**src/rtl/pipe_regfile_sb.sv**
```systemverilog
// MIPS ID-stage register file: rs/rt decode, MEM/WB writeback with optional
// same-cycle bypass, and a per-register pending-write scoreboard for hazard detection.
module pipe_regfile_sb #(
  parameter int DATA_W   = 32,
  parameter int ADDR_W   = 5,
  parameter int LINK_REG = 31,
  parameter int BYPASS   = 1,
  parameter int MAX_PEND = 3
) (
  input  logic              clk,
  input  logic              reset,
  input  logic              waitrequest,
  input  logic [31:0]       id_instr,
  input  logic              rd_en,
  input  logic              iss_en,
  input  logic [ADDR_W-1:0] iss_addr,
  input  logic [31:0]       wb_instr,
  input  logic              wb_en,
  input  logic [1:0]        wb_dst,
  input  logic [DATA_W-1:0] wb_data,
  output logic [DATA_W-1:0] rs_q,
  output logic [DATA_W-1:0] rt_q,
  output logic [DATA_W-1:0] rs_c,
  output logic [DATA_W-1:0] rt_c,
  output logic              haz_rs,
  output logic              haz_rt,
  output logic              sb_ovf,
  output logic [DATA_W-1:0] v0
);

  localparam int DEPTH = 2**ADDR_W;
  localparam int CW    = $clog2(MAX_PEND + 1);
  localparam logic [CW-1:0] PEND_MAX = CW'(MAX_PEND);

  logic [DATA_W-1:0] regs [DEPTH];
  logic [CW-1:0]     cnt  [DEPTH];
  logic [ADDR_W-1:0] rs_a, rt_a, wa;
  logic              wb_hit, byp_rs, byp_rt, ovf_try;
  logic [DEPTH-1:0]  inc_v, dec_v;
  logic              unused_instr_bits;

  // Pending count update; inc/dec arrive already gated against saturation/underflow.
  function automatic logic [CW-1:0] sb_next(input logic [CW-1:0] cur,
                                            input logic inc, input logic dec);
    if (inc && !dec) return cur + 1'b1;
    if (dec && !inc) return cur - 1'b1;
    return cur;
  endfunction

  function automatic logic pending(input logic [CW-1:0] c, input logic satisfied);
    return c > CW'(satisfied);
  endfunction

  assign rs_a = ADDR_W'(id_instr[25:21]);
  assign rt_a = ADDR_W'(id_instr[20:16]);
  assign unused_instr_bits = &{1'b0, id_instr[31:26], id_instr[15:0],
                               wb_instr[31:21], wb_instr[10:0]};

  always_comb begin
    wa = '0;
    case (wb_dst)
      2'b00:   wa = ADDR_W'(wb_instr[20:16]);
      2'b01:   wa = ADDR_W'(wb_instr[15:11]);
      2'b10:   wa = ADDR_W'(LINK_REG);
      default: wa = '0;
    endcase
  end

  assign wb_hit = wb_en && (wb_dst != 2'b11) && (wa != '0);
  assign byp_rs = (BYPASS != 0) && wb_hit && (wa == rs_a);
  assign byp_rt = (BYPASS != 0) && wb_hit && (wa == rt_a);

  // Stage p0: combinational read with writeback forwarding
  always_comb begin
    rs_c = '0;
    rt_c = '0;
    if (rs_a != '0) rs_c = byp_rs ? wb_data : regs[rs_a];
    if (rt_a != '0) rt_c = byp_rt ? wb_data : regs[rt_a];
  end

  assign haz_rs = pending(cnt[rs_a], byp_rs);
  assign haz_rt = pending(cnt[rt_a], byp_rt);
  assign v0     = regs[2];

  always_comb begin
    inc_v = '0;
    dec_v = '0;
    for (int i = 1; i < DEPTH; i++) begin
      inc_v[i] = iss_en && (iss_addr == ADDR_W'(i)) && (cnt[i] < PEND_MAX);
      dec_v[i] = wb_hit && (wa == ADDR_W'(i)) && (cnt[i] != '0);
    end
    ovf_try = iss_en && (iss_addr != '0) && (cnt[iss_addr] >= PEND_MAX);
  end

  // Stage p1: array write, registered read, scoreboard; reset overrides the stall
  always_ff @(posedge clk) begin
    if (!reset) begin
      for (int i = 0; i < DEPTH; i++) begin
        regs[i] <= '0;
        cnt[i]  <= '0;
      end
      rs_q   <= '0;
      rt_q   <= '0;
      sb_ovf <= 1'b0;
    end else if (!waitrequest) begin
      if (wb_hit) regs[wa] <= wb_data;
      rs_q <= rd_en ? rs_c : '0;
      rt_q <= rd_en ? rt_c : '0;
      for (int i = 1; i < DEPTH; i++) cnt[i] <= sb_next(cnt[i], inc_v[i], dec_v[i]);
      if (ovf_try) sb_ovf <= 1'b1;
    end
  end

endmodule

```
**config.mk**
```make
export PLATFORM = sky130hd
export DESIGN_NAME = pipe_regfile_sb
export DESIGN_NICKNAME = d
export VERILOG_FILES = /design/src/rtl/pipe_regfile_sb.sv
export SDC_FILE = /design/constraint.sdc
export NUM_CORES = 2
export LEC_CHECK = 0
export ABC_AREA = 1
export CAP_MARGIN = 10
export CORE_UTILIZATION = 30
export DETAILED_ROUTE_END_ITERATION = 10
export PLACE_DENSITY = 0.44
export RECOVER_POWER = 50
export SETUP_SLACK_MARGIN = 0.5
export SYNTH_ARGS = -nofsm -noshare
export SYNTH_HDL_FRONTEND = slang
export SYNTH_SLANG_ARGS = --single-unit
```
**constraint.sdc**
```tcl
create_clock -name clk -period 10.7 [get_ports clk]
set_clock_uncertainty 0.2 [all_clocks]
set_input_delay 2.675 -clock clk [delete_from_list [all_inputs] [get_ports clk]]
set_output_delay 2.675 -clock clk [all_outputs]
set_load 0.01 [all_outputs]
```
# Word-level counts from Yosys, hierarchy flattened

Memories as Yosys holds them, arrays and structs flattened.
Index checks and enable logic that the tools add are counted.

$add $sub $neg: 62
Multiply operators: 0
Div/mod/pow operators: 0
Order comparisons: 34
Equality and inequality tests: 67
Shifts and indexed selects: 0
Multiplexer cells: 452
Bitwise operators: 32
Reduce and logical (&&, ||, !) cells: 292

Operators by type and width:

| kind                  | number |
|---|---|
| $mux W2               | 217 |
| $mux W1               | 226 |
| $mux W32              | 7 |
| $logic_and A1 B1 Y1   | 192 |
| $eq A5 B5 Y1 const B  | 32 |
| $eq A5 B4 Y1 const B  | 16 |
| $add A2 B1 Y2 const B | 31 |
| $logic_not A1 Y1      | 62 |
| $lt A2 B2 Y1 const B  | 31 |
| $reduce_bool A2 Y1    | 31 |
| $sub A2 B1 Y2 const B | 31 |
| $eq A5 B3 Y1 const B  | 8 |
| $reduce_or A32 Y1     | 1 |
| $or A1 B1 Y1          | 31 |
| $eq A5 B2 Y1 const B  | 4 |
| $reduce_bool A5 Y1    | 4 |
| $pmux W5 S3           | 1 |
| $eq A5 B1 Y1 const B  | 2 |
| $eq A5 B5 Y1          | 2 |
| $mux W5               | 1 |
| $gt A2 B1 Y1          | 2 |
| $eq A2 B1 Y1 const B  | 1 |
| $eq A2 B2 Y1 const B  | 1 |
| $ge A2 B2 Y1 const B  | 1 |
| other kinds (4)       | 4 |

Flip-flop bits (word level): 65
Bits in latches: 0
Bits in writable memories: 1088
Memory bits (read-only): 0
Input port bits: 109
Output and inout port bits: 163
Logic and storage cells: 944
Memories: 2

Memories:

| memory | words | bits a word | read ports | clocked after memory_dff | write ports | line | RTL |
|---|---|---|---|---|---|---|---|
| regs   | 32    | 32          | 3          | 0                        | 32          | 35   | `logic [DATA_W-1:0] regs [DEPTH];` |
| cnt    | 32    | 2           | 34         | 0                        | 32          | 36   | `logic [CW-1:0] cnt [DEPTH];` |

# Longest topological paths before layout

Depth after elaboration: 19
Mapped depth: 16
Gate-level depth less buffers: 14

# Worst setup path after synthesis

OpenSTA, ideal clock, no wires.

Path kind: input to output
Start: in id_instr[16]
End: out haz_rt
Arrival: 4.573 ns
Data required time: 7.825 ns
Path slack: 3.252 ns
Cell stages on the path: 13
Path buffers: 3
Path through: clkinv_1 clkbuf_1 buf_2 clkbuf_1 a21oi_1 o21ai_0 nand2_1 nand3_1 nand2_1 nand2_1 ha_1 or2_2 nand3_1

Cells in the longest elaborated chain, start to end: 3
Elaborated cells on any way between the ends: 4
Those cells by class: 1 x order compare; 1 x eq/ne; 1 x reduce/logical; 1 x memory

RTL lines:

| what                                                   | line | RTL |
|---|---|---|
| start: declaration                                     | 13   | `input logic [31:0] id_instr,` |
| branches (longest 2 deep; another with $mem_v2 Z32 W2) | -    |  |
| $gt A2 B1 Y1 (*)                                       | 51   | `return c > CW'(satisfied);` |
| end: declaration                                       | 26   | `output logic haz_rt,` |

Mark *: on every way between the ends.

==> metrics.md <==
| Metric | Value |
|---|---|
| Crit path launch type | input pin |
| Critical path cell sequence | clkbuf_1, inv_1, nor2_2, clkbuf_1, clkinv_1, clkbuf_1, nor2_8, nand2_1, clkbuf_1, nand2_2, buf_4 |
| Layout cells sized above 1 | 6.554% |
| Most used DFF post-synth | edfxtp_1 |
| LEAKAGE | 32.61 nW |
| Mean Syn Cell Area | 7.497 um2 |
| Sequential share of power | 44.1% |
| Mapped cell area | 67,130 um2 |
| Number of remaining DRC errors | 0 |
| Total chip power | 12.05 mW |
| Vias per inst | 5.328 |
| Final Max Slew Viols | 878 |
| Max_cap viols | 27 |
| Most frequent cells in the layout | nand2_1 (2,745), nor2_1 (1,625), nand3_1 (1,444) |
| Failing checks | max-capacitance violations, max-slew violations |
| Clock network power share | 40.4% |
| Via count | 63,670 |
| First-pass GRT wire length | 436,700 um |
| Cell taking the most area after synthesis | edfxtp_1 |
| Multi-input logic area | 28,460 um2 |
| Congestion Overflow GR | 0 |
| Max Fclk | 103.1 MHz |
| Req. time, crit path | 10.98 ns |
| Cell mode on critical path | clkbuf_1 |
| Placer Congestion | 0.8874 |
| Largest net degree at the start of global routing | 166 |
| Rows | 173 |
| Share of the synthesized area in the top cell type | 48.58% |
| Internal power | 8.465 mW |
| Worst setup path category | in2reg |
| Clock latency on the worst-skew pair | 0.83 ns |
| Post-route cell area | 76,710 um2 |
| Ranking of synthesized cells by area | edfxtp_1 (49%), nand2_1 (16%), nand3_1 (11%) |
| Tot GR Track Use | 27.11% |
| Clk sink count | 1,151 |
| Max Fanout on Critical Path | 33 |
| Minimum clock period | 9.702 ns |
| Ys Warns | 0 |
| # resized after CTS | 0 |
| Routed WL | 313,000 um |
| Die area | 225,700 um2 |
| Vias in the first global route | 59,290 |
| Number of nets in the layout | 8,980 |
| Max_slew headroom | -124.6% |
| Worst path max stage delay | 2.00 ns |
| CTS Hold Bufs | 0 |
| I/O pin count | 272 |
| Crit. End Element | flop |
| Final setup TNS | 0 ns |
| Drt wl/cell | 26.19 um |
| Hold crit path type | reg2reg |
| Combinational Power Share | 15.5% |
| Clock Tree Buf Depth | 3 |
| Post-synth EDFFs | 1,086 |
| Initial antenna violation count | 12 |
| Post-CTS Setup Bufs | 0 |
| Hold Fails Final Rpt | 0 |
| Netlist cell types | 44 |
| Crit path buffers/inverters | 7 |
| Worst-Margin Slew | 3.369 ns |
| RSZ-0062 raised after global routing | false |
| Register Area | 33,910 um2 |
| Clk slew on worst S/H paths | 0.05 ns |
| Port bufs | 227 |
| Most common cell after layout, fill and taps aside | nand2_1 |
| Antenna viol nets, final | 0 |
| Starting Density | 30.20% |
| Switching part of the total power | 29.77% |
| CTS Buf Count | 149 |
| Tcrit/Tclk final | 90.68% |
| Outcome | complete, but fails checks |
| Arrival time at the worst endpoint | 9.99 ns |
| Iter 0 DRT Violations | 7,782 |
| HPWL after detailed placement | 189,300 um |
| Core Region | 222,300 um2 |
| CTS tree | done |
| Die span in x | 475.1 um |
| H-tree levels | 4 |
| Final setup violation count | 0 |
| Synthesized flop and latch total | 1,151 |
| CP top delay family | buffers and inverters |
| Slowest CP cell | clkbuf_1 |
| Area grow syn2layout | 14.26% |
| Part of the Yosys area used for sequential elements | 50.52% |
| Max VDD drop | 0.0001017 V |
| Pre-Repair DR Iteration Count | 6 |
| FFs w/ async S/R, synth | 0% |
| Root buf cell | clkbuf_16 |
| Cells after synthesis | 8,955 |
| Power density over the cells | 157.1 nW/um2 |
| Die height | 475.1 um |
| Fill count | 23,080 |
| Area after DPL | 72,280 um2 |
| Net switching power | 3.588 mW |
state kept, by name, summed over array words and instances (netlist names):
signal / count
regs: 1024
cnt: 62
rs_q: 32
sb_ovf: 1
rt_q: 32
cell type report:
class / instances / share of cell area, %
repair buffers: 422 / 5.269
diodes: 2 / 0.006525
clock inverters: 66 / 0.6361
multi-input cells: 6603 / 37.10
clock buffers: 205 / 5.313
well taps: 2975 / 4.853
inverters: 525 / 2.613
flip-flops and latches: 1151 / 44.21
kinds of logic after synthesis:
family          Yosys count  synth area share, %
simple gates           6158                38.43
buf+inv                1232                7.436
flops                  1151                50.52
compound gates          393                3.243
fa+ha+maj                19               0.3541
xor+xnor                  1              0.01305
other cells               1             0.005586
cell usage after synthesis, types with 2 or more instances:
cell       number
nand4_1        96
buf_12          2
inv_2          13
nor2_2          4
or2_2         130
nand3_1      1445
nor3b_1         8
clkbuf_1      440
dfxtp_1        65
ha_1           19
o211ai_1       50
nor2_4          3
o221ai_1        3
edfxtp_1     1086
nand2_2        13
a31oi_1        13
a2111oi_0       6
nand2_4        13
buf_1          81
nor2_1       1629
inv_1         502
buf_4          27
nor3_1          5
nand2_1      2776
a22oi_1         2
o21bai_1        8
o21ai_0       163
and3_1         31
clkinv_1       10
a21oi_1       144
buf_2         150
buf_6           6
worst reg2reg max path, cell delays in order, from the launching register on:
cell and delay (ns):
edfxtp_1 0.38, nand2_1 0.08, nand3_1 0.09, nand3_1 0.11, nand2_1 0.05, nor2_1 0.56, nor2_1 0.24, nor2_1 0.47
nand2_1 0.20, nand4_1 0.12, nand2_1 0.07
metal layers:
layer	track usage [%]	share of wire [%]	vias up
met5	0	0	-
met4	10.98	4.1	0
met3	4.433	8.7	575
met2	43.41	46	3151
met1	36.18	42	30990
li1	-	-	28950
worst paths after layout:
path | startpoint | to | cells after the start | slack, ns
worst max-delay path | reset | regs[13][31] | 11 | 1.0
worst min-delay path | rs_q[6] | rs_q[6] | 2 | 0.24
worst max register to register | regs[31][16] | rt_q[16] | 10 | 8.04
worst min register to register | rs_q[6] | rs_q[6] | 2 | 0.24
through the flow:
stage,instances,worst slack [ns],utilization [%],hold WS (ns)
5_1_grt,11950,0.7819,34.50,0.2591
2_1_floorplan,8986,3.252,-,0.2736
6_report,11950,0.9977,34.51,0.2445
3_5_place_dp,11680,1.276,32.51,0.2411
3_3_place_gp,11680,1.285,32.51,0.2410
4_1_cts,11950,1.269,34.57,0.2517
power by group through the flow:
stage | registers, mW | clock network (mW) | logic (mW)
after floorplan | 5.38 | 0 | 1.00
after global placement | 5.40 | 0 | 1.84
after detailed placement | 5.40 | 0 | 1.84
after CTS | 5.31 | 4.94 | 1.85
after global routing | 5.35 | 5.09 | 1.99
final | 5.32 | 4.87 | 1.86
No activity file was read; power rests on OpenSTA's default activity.
